--- config.mk ---
export PLATFORM = sky130hd
export DESIGN_NAME = uart_cfg_writer
export DESIGN_NICKNAME = d
export VERILOG_FILES = /design/src/rtl/uart_cfg_writer.sv
export SDC_FILE = /design/constraint.sdc
export NUM_CORES = 1
export LEC_CHECK = 0
export CAP_MARGIN = 20
export CORE_MARGIN = 2
export CORE_UTILIZATION = 55
export CTS_BUF_LIST = sky130_fd_sc_hd__clkbuf_4
export DETAILED_ROUTE_END_ITERATION = 6
export GPL_TIMING_DRIVEN = 0
export PLACE_DENSITY = 0.87
export SETUP_SLACK_MARGIN = 0.5
export SLEW_MARGIN = 10
export SYNTH_ARGS = -nofsm -noshare
export SYNTH_HDL_FRONTEND = slang
export SYNTH_SLANG_ARGS = --single-unit
--- constraint.sdc ---
create_clock -name clk_16bd -period 3.4 [get_ports clk_16bd]
set_input_delay 0.34 -clock clk_16bd [delete_from_list [all_inputs] [get_ports clk_16bd]]
set_output_delay 0.34 -clock clk_16bd [all_outputs]
set_load 0.005 [all_outputs]
--- src/rtl/uart_cfg_writer.sv ---
// Snapshots a UART config on start and writes each masked field to the register file over valid/address/data/ack.
// Each write takes 2 cycles with an ack one cycle later, plus 1 guard cycle between writes; the request is held until ack or timeout.
module uart_cfg_writer #(
  parameter int         TIMEOUT     = 16,
  parameter logic [3:0] ADDR_PARITY = 4'b1001,
  parameter logic [3:0] ADDR_PTYPE  = 4'b1010,
  parameter logic [3:0] ADDR_STOP   = 4'b1011,
  parameter logic [3:0] ADDR_FLEN   = 4'b1100
) (
  input  logic       clk_16bd,
  input  logic       rst_n,
  input  logic       start,
  input  logic [3:0] write_mask,
  input  logic       cfg_parity,
  input  logic       cfg_parity_type,
  input  logic       cfg_stop_bits,
  input  logic [3:0] cfg_frame_length,
  input  logic       ack,
  output logic       valid,
  output logic [3:0] address,
  output logic [3:0] data,
  output logic       busy,
  output logic       done,
  output logic       error
);

  localparam logic [1:0] IDLE = 2'd0;
  localparam logic [1:0] REQ  = 2'd1;
  localparam logic [1:0] GAP  = 2'd2;
  localparam logic [1:0] DONE = 2'd3;

  localparam logic [7:0] TMO_LAST = 8'(TIMEOUT - 1);

  logic [1:0] state;
  logic [3:0] pend;
  logic       snap_parity;
  logic       snap_ptype;
  logic       snap_stop;
  logic [3:0] snap_flen;
  logic [7:0] tmo_cnt;
  logic [3:0] pend_left;

  function automatic logic [3:0] lowbit(input logic [3:0] m);
    return m & (~m + 4'd1);
  endfunction

  function automatic logic [3:0] field_addr(input logic [3:0] sel);
    if (sel[0])      return ADDR_PARITY;
    else if (sel[1]) return ADDR_PTYPE;
    else if (sel[2]) return ADDR_STOP;
    else if (sel[3]) return ADDR_FLEN;
    else             return 4'd0;
  endfunction

  function automatic logic [3:0] field_data(input logic [3:0] sel, input logic par,
                                            input logic ptype, input logic stop,
                                            input logic [3:0] flen);
    if (sel[0])      return {3'b000, par};
    else if (sel[1]) return {3'b000, ptype};
    else if (sel[2]) return {3'b000, stop};
    else if (sel[3]) return flen;
    else             return 4'd0;
  endfunction

  assign pend_left = pend & ~lowbit(pend);

  always_ff @(posedge clk_16bd or negedge rst_n) begin
    if (!rst_n) begin
      state       <= IDLE;
      pend        <= 4'd0;
      snap_parity <= 1'b0;
      snap_ptype  <= 1'b0;
      snap_stop   <= 1'b0;
      snap_flen   <= 4'd0;
      tmo_cnt     <= 8'd0;
      valid       <= 1'b0;
      address     <= 4'd0;
      data        <= 4'd0;
      busy        <= 1'b0;
      done        <= 1'b0;
      error       <= 1'b0;
    end else begin
      done <= 1'b0;
      case (state)
        IDLE: begin
          busy <= 1'b0;
          if (start) begin
            pend        <= write_mask;
            snap_parity <= cfg_parity;
            snap_ptype  <= cfg_parity_type;
            snap_stop   <= cfg_stop_bits;
            snap_flen   <= cfg_frame_length;
            tmo_cnt     <= 8'd0;
            error       <= 1'b0;
            busy        <= 1'b1;
            if (write_mask != 4'd0) begin
              state   <= REQ;
              valid   <= 1'b1;
              address <= field_addr(lowbit(write_mask));
              data    <= field_data(lowbit(write_mask), cfg_parity, cfg_parity_type,
                                    cfg_stop_bits, cfg_frame_length);
            end else begin
              state <= DONE;
            end
          end
        end
        REQ: begin
          // ack has priority over a timeout on the same edge
          if (ack) begin
            valid <= 1'b0;
            pend  <= pend_left;
            state <= (pend_left != 4'd0) ? GAP : DONE;
          end else if (tmo_cnt == TMO_LAST) begin
            valid <= 1'b0;
            busy  <= 1'b0;
            error <= 1'b1;
            state <= IDLE;
          end else begin
            tmo_cnt <= tmo_cnt + 8'd1;
          end
        end
        GAP: begin
          state   <= REQ;
          valid   <= 1'b1;
          tmo_cnt <= 8'd0;
          address <= field_addr(lowbit(pend));
          data    <= field_data(lowbit(pend), snap_parity, snap_ptype, snap_stop, snap_flen);
        end
        DONE: begin
          // busy stays high through the done cycle and drops in IDLE
          done  <= 1'b1;
          state <= IDLE;
        end
        default: state <= IDLE;
      endcase
    end
  end

endmodule

# Word level (Yosys, flattened, before mapping)

Cells that the tools add are included.
Widths: inputs -> output; s select.

Add/sub/neg operators: 3
Equality and inequality tests: 11
Multiplexer cells: 48
Bitwise operators: 6
Reduce and logical (&&, ||, !) cells: 14

Operator list:

| operator            | count |
|---|---|
| $mux 4              | 22 |
| $mux 8              | 3 |
| $pmux 4 s2          | 3 |
| $pmux 8 s3          | 1 |
| $and 4x4->4         | 3 |
| $ne 2x2->1 const B  | 6 |
| $not 4->4           | 3 |
| $reduce_and 4->1    | 3 |
| $mux 1              | 11 |
| $reduce_and 3->1    | 3 |
| $add 4x1->4 const B | 2 |
| $add 8x1->8 const B | 1 |
| $eq 8x4->1 const B  | 1 |
| $mux 2              | 4 |
| $pmux 2 s4          | 1 |
| $reduce_bool 4->1   | 2 |
| $eq 2x2->1 const B  | 2 |
| $pmux 1 s2          | 2 |
| $reduce_and 2->1    | 2 |
| $reduce_bool 2->1   | 2 |
| $ne 3x3->1 const B  | 1 |
| $pmux 1 s3          | 1 |
| $reduce_bool 3->1   | 1 |
| $eq 2x1->1 const B  | 1 |
| $logic_not 2->1     | 1 |

Register bits: 33
Input port bits: 15
Output and inout bits: 12
Logic and storage cells: 95

# Longest topological paths before layout

Gate-level depths: netlist of run 1.

Depth in word-level cells: 10
Depth in mapped cells: 6
Mapped depth without buffers: 5

# Least setup slack after synthesis of run 1

Ideal clock, no wire load.

Kind: register to register
Start: register tmo_cnt[5]
End: register busy
Setup time: 0.134 ns
Arrival: 1.467 ns
Data required time: 3.266 ns
Path slack: 1.799 ns
Stages on the path, launching flop included: 5
Path buffers: 0
Clock period less this slack: 1.601 ns
Path through: dfrtp_1 -> or4_1 -> or3_1 -> a21oi_1 -> o22ai_1

Longest elaborated chain between the ends: 3

Ends and longest elaborated chain:

| item                       | RTL line | text |
|---|---|---|
| start, declared            | 40       | `logic [7:0] tmo_cnt;` |
| start signal, assigned     | 119      | `tmo_cnt <= tmo_cnt + 8'd1;` |
| $eq 8x4->1                 | 113      | `end else if (tmo_cnt == TMO_LAST) begin` |
| $ne 2x2->1 (no line)       | -        |  |
| $reduce_and 3->1 (no line) | -        |  |
| end signal, assigned       | 86       | `busy <= 1'b0;` |
| end signal, assigned       | 95       | `busy <= 1'b1;` |
| end signal, assigned       | 115      | `busy <= 1'b0;` |
| end, declared              | 22       | `output logic busy,` |

Every way passes these cells.
A chain may end at the register's enable or synchronous reset.

# Worst setup path after layout of run 1

Start: input start
End: register snap_flen[3]

Longest elaborated chain between the ends: 1

Ends and longest elaborated chain:

| item                       | RTL line | text |
|---|---|---|
| start, declared            | 12       | `input logic start,` |
| $reduce_and 2->1 (no line) | -        |  |
| end signal, assigned       | 92       | `snap_flen <= cfg_frame_length;` |
| end, declared              | 39       | `logic [3:0] snap_flen;` |

Every way passes these cells.

==> qor.csv, run 1 <==
metric,value,unit
synth_edf_count,0,
wire_per_inst,16.2,um
antenna_found_initial,0,
hold_buffers,0,
yosys_warnings,0,
placed_cells,233,
drive_gt1_frac,0.101,
cts_buffers,5,
grt_usage,0.252,
cts.sinks,33,
crit_arrival,2270,ps
fin_setup_tns,0,ps
ys_seq_area_frac,0.485,
grt_max_degree,34,
avgSynthCellArea,9.73,um2
setup_viol,0,
fillers,230,
dieHeight,59.6,um
slew_headroom,0.522,
rsz0062_at_grt,no,
cts_buffer_depth,2,
grt-ovfl-total,0,
cp.required,3630,ps
dieArea,0.00356,mm2
crit_path_max_fanout,10,
portBuffers,25,
syn_inst,175,
antenna_left,0,
core-area,0.00300,mm2
cts_setup_buffers,0,
initial_utilization,0.567,
stdcell_area,0.00207,mm2
drt_pass1_iterations,4,
end_kind,flop,
detail_route.vias_per_cell,6.28,
min_period,2040,ps
finalClockSkew,5.83,ps
post_dp_cell_area,0.00199,mm2
cts-root-buf,clkbuf_4,
worst_pin_slew,717,ps
synth-seq-cells,33,
holdCritPathClass,in -> async,
synth_area,0.00170,mm2
dr.first_iter.drc_count,113,
ys_async_sr_fraction,1.00,
remaining_drc_errors,0,
synth_nets,191,
grt_pass1_vias,1460,
cts_max_level,2,
nets,223,
hold_viol_final,0,
grt_pass1_wl,6590,um
area_growth_syn_to_layout,21.5,%
diodes,0,
worst_setup_path_start_kind,input pin,
cts_resized,0,
crit_type,in -> reg,
power,0.00160,W
layout_worst_path_cycle_share,0.599,
ios,27,
fmax,0.491,GHz
outcome,completed,
drv_cap,0,
layout_common_cells,"dfrtp_1 (33), clkdlybuf4s50_1 (24), nand2_1 (20)",
drt_wl_total,3910,um
cts_tree,done,
finalMaxSlewViolations,0,
synth_flop_cell,dfrtp_1,
fin_cells,241,
final_common_cell,dfrtp_1,
power_leakage,0.905,nW
die_w,59.6,um
place.gp.congestion,0.918,
clock_latency,330,ps
rows,20,
vdd_drop_max,350,uV
ys_types,43,
vias,1513,
dp_hpwl,2800,um
path_clk_slew,100,ps
power_density,773,mW/mm2
where the power goes:
part           leakage, nW  internal [W]  switching (W)
registers            0.423      0.000536       0.000104
clock network       0.0433      0.000161       0.000134
logic                0.439      0.000329       0.000335
total                0.905       0.00103       0.000573
final timing paths:
| path | from | to | slack (ps) | cells after the start |
|---|---|---|---|---|
| max in group asynchronous | rst_n | data[1] | 2900 | 1 |
| worst min register to register | address[2] | address[2] | 500 | 2 |
| worst max-delay path | start | snap_flen[3] | 1360 | 4 |
| worst max register to register | state[0] | snap_flen[3] | 1500 | 3 |
| worst min-delay path | rst_n | snap_stop | 40 | 1 |
| min in group clk_16bd | write_mask[0] | pend[0] | 460 | 2 |
cell usage after synthesis, types with 2 or more instances:
cell / count / area share
xnor2_1: 2 / 0.010
or4_1: 2 / 0.0088
o311ai_0: 2 / 0.010
or3_1: 2 / 0.0073
a21o_1: 2 / 0.0088
nor3_1: 8 / 0.024
nand2b_1: 4 / 0.015
o21ai_0: 10 / 0.029
a21oi_1: 9 / 0.026
a221oi_1: 2 / 0.010
o21bai_1: 2 / 0.0088
nor3b_1: 2 / 0.0088
nor2b_1: 5 / 0.018
a31oi_1: 2 / 0.0073
clkbuf_1: 5 / 0.011
a22oi_1: 3 / 0.013
nand2_1: 20 / 0.044
o31ai_1: 3 / 0.013
nor2_1: 12 / 0.026
mux2_2: 7 / 0.046
dfrtp_1: 33 / 0.48
nand3_1: 4 / 0.012
inv_1: 5 / 0.011
and3_1: 4 / 0.015
a22o_1: 6 / 0.031
buf_2: 2 / 0.0059
cell families after synthesis:
family                     count (synthesis)  synth area share
AOI/OAI and AO/OA                         51             0.215
DFF                                       33             0.485
adders and majority gates                  2            0.0132
and+or+nand+nor                           67             0.196
xor gates and xnor gates                   2            0.0103
muxes                                      8            0.0522
buffers and inverters                     12            0.0279
registers in the layout, summed over array words and instances, names as in the netlist:
| register | flops |
|---|---|
| data | 4 |
| snap_parity | 1 |
| done | 1 |
| snap_flen | 4 |
| address | 4 |
| pend | 4 |
| busy | 1 |
| error | 1 |
| snap_stop | 1 |
| tmo_cnt | 8 |
| snap_ptype | 1 |
| state | 2 |
| valid | 1 |
metal layers:
| layer | up-vias | global-route usage | part of all wire |
|---|---|---|---|
| li1 | 712 | - | - |
| met1 | 736 | 0.292 | 0.40 |
| met2 | 59 | 0.436 | 0.53 |
| met3 | 6 | 0.0677 | 0.056 |
| met4 | 0 | 0.102 | 0.013 |
| met5 | - | 0 | 0 |
through the flow:
stage	util	worst slack, ps	hold WS [ps]
floorplan	-	1800	44.4
global placement	0.664	1010	468
detailed placement	0.663	1020	432
CTS	0.689	1380	50.5
global route	0.689	1270	71.6
finish	0.689	1360	43.1
critical path, stage by stage:
cell and delay (ps):
clkdlybuf4s50_1 590, nor3b_1 630, buf_2 350, mux2_2 360
final cells by class:
class,count,area [um2],area share
Multi-Input combinational cell,130,830,0.401
Sequential cell,33,826,0.399
Timing Repair Buffer,25,245,0.119
Clock buffer,6,45.0,0.0218
Tap cell,33,41.3,0.0200
Clock inverter,2,33.8,0.0163
Buffer,7,28.8,0.0139
Inverter,5,18.8,0.00907
Note: power is estimated with default switching activity, not from simulation.
==> inputs of run 2 (changes only) <==
- clock period: 3.4 -> 2.08 ns (I/O delays scaled with it)
==> run 2 against run 1 <==
Die area unchanged. Worst setup slack worse by 990 ps. Global-route usage down 0.87 points. Clock-buffer cell count unchanged. Register-to-register slack lost 1100 ps. Critical path depth stayed put. Combinational power grew 96%. Sequential power increased by 67%. Final cell count grew 5.0%. Non-clock buffer count is 12 higher. Largest cell class unchanged. Highest routed layer unchanged.
==> qor.csv, run 2 (synthesized netlist as in run 1, its figures left out) <==
metric,value,unit
outcome,completed,
crit_arrival,1910,ps
placed_cells,233,
crit_path_max_fanout,2,
dp_hpwl,2760,um
rr_worst_depth,4,
power_leakage,0.992,nW
layout_common_cells,"dfrtp_1 (31), clkdlybuf4s50_1 (23), nand2_1 (18)",
rr_endpoint,busy,
power_density,1250,mW/mm2
drt_pass1_iterations,4,
path_buf_inv,0,
fin_cells,253,
cts_buffers,5,
place.gp.congestion,0.903,
wire_per_inst,18.0,um
dr.first_iter.drc_count,118,
layout_setup_ws,371,ps
holdCritPathClass,in -> reg,
path_clk_slew,110,ps
r2r_start,tmo_cnt[4],
fillers,205,
cts.sinks,33,
worst_setup_path_start_kind,flop,
cts-root-buf,clkbuf_4,
largest_reg_flops,8,
regMostFlops,tmo_cnt,
slew_headroom,0.508,
path_cells,or4_4 > or3_4 > a21oi_2 > o22ai_1,
end_kind,flop,
holdWs,304,ps
layout_worst_path_cycle_share,0.822,
grt-ovfl-total,0,
grt_usage,0.243,
path_delay_family,simple AND/OR/NAND/NOR gates,
dieArea,0.00356,mm2
vias,1591,
worst_pin_slew,738,ps
pre_cts_ws,23.6,ps
clock_latency,340,ps
drt_wl_total,4550,um
min_to,pend[0],
antenna_found_initial,0,
r2r_slack,370,ps
finalClockSkew,12.5,ps
ios,27,
drive_gt1_frac,0.236,
diodes,0,
initial_utilization,0.567,
hp-start,write_mask[0],
cts_tree,done,
min_period,1710,ps
cp.required,2280,ps
core-area,0.00300,mm2
area_growth_syn_to_layout,34.2,%
grt_max_degree,34,
holdPathStages,2,
fin_setup_tns,0,ps
nets,235,
cts_max_level,2,
dieHeight,59.6,um
rows,20,
critical_path_depth,4,
cp-startpoint,tmo_cnt[4],
grt_pass1_vias,1435,
portBuffers,25,
remaining_drc_errors,0,
cts_buffer_depth,2,
drv_cap,0,
die_w,59.6,um
finalMaxSlewViolations,0,
setup_viol,0,
rsz0062_at_grt,yes,
fmax,0.585,GHz
crit_type,reg -> reg,
antenna_left,0,
max_stage_delay,530,ps
vdd_drop_max,738,uV
final_common_cell,dfrtp_1,
grt_pass1_wl,6380,um
hold_viol_final,0,
cp_slowest_cell,or4_4,
detail_route.vias_per_cell,6.29,
run 2: power by group:
group / switching (W) / internal (W) / total, W
Sequential: 0.000187 / 0.000880 / 0.00107
Clock: 0.000216 / 0.000263 / 0.000479
Combinational: 0.000643 / 0.000658 / 0.00130
run 2: how the worst max path moves through the flow:
stage                       endpoint
after floorplan                 busy
after global placement    address[0]
after detailed placement     data[3]
after CTS                       busy
after global routing            busy
final                           busy
run 2: cell type report:
class,count,area (um2),share of cell area
buffer,7,35.0,0.0153
clock buffer,6,45.0,0.0197
clock inverter,2,33.8,0.0148
inverter,5,18.8,0.00821
multi-input combinational,130,942,0.412
sequential,33,828,0.363
tap,33,41.3,0.0181
timing repair buffer,37,340,0.149
run 2: metrics by stage:
step,util,power (W),area (um2)
3_5_place_dp,0.664,0.00214,1990
3_3_place_gp,0.666,0.00208,2000
4_1_cts,0.725,0.00269,2180
6_report,0.761,0.00285,2280
5_1_grt,0.761,0.00302,2280
2_1_floorplan,-,0.00173,1710
run 2: repair_timing:
item	4_1_cts	5_1_grt
gates resized for setup	13	18
cloned	0	0
hold buffers	1	0
hold endpoints to repair	33	0
endpoints found under the setup margin	21	22
pin swaps	1	7
setup buffers	5	6
run 2: routing by layer:
metal	part of all wire	wire length [um]	GRT usage
met5	0	0	0
met4	0.025	113	0.102
met3	0.056	255	0.0611
met2	0.51	2340	0.408
met1	0.41	1840	0.295
run 2: worst reg2reg max path: stages, from the launching register on:
cell	delay [ps]
dfrtp_1	420
or4_4	530
or3_4	360
a21oi_2	170
o22ai_1	100
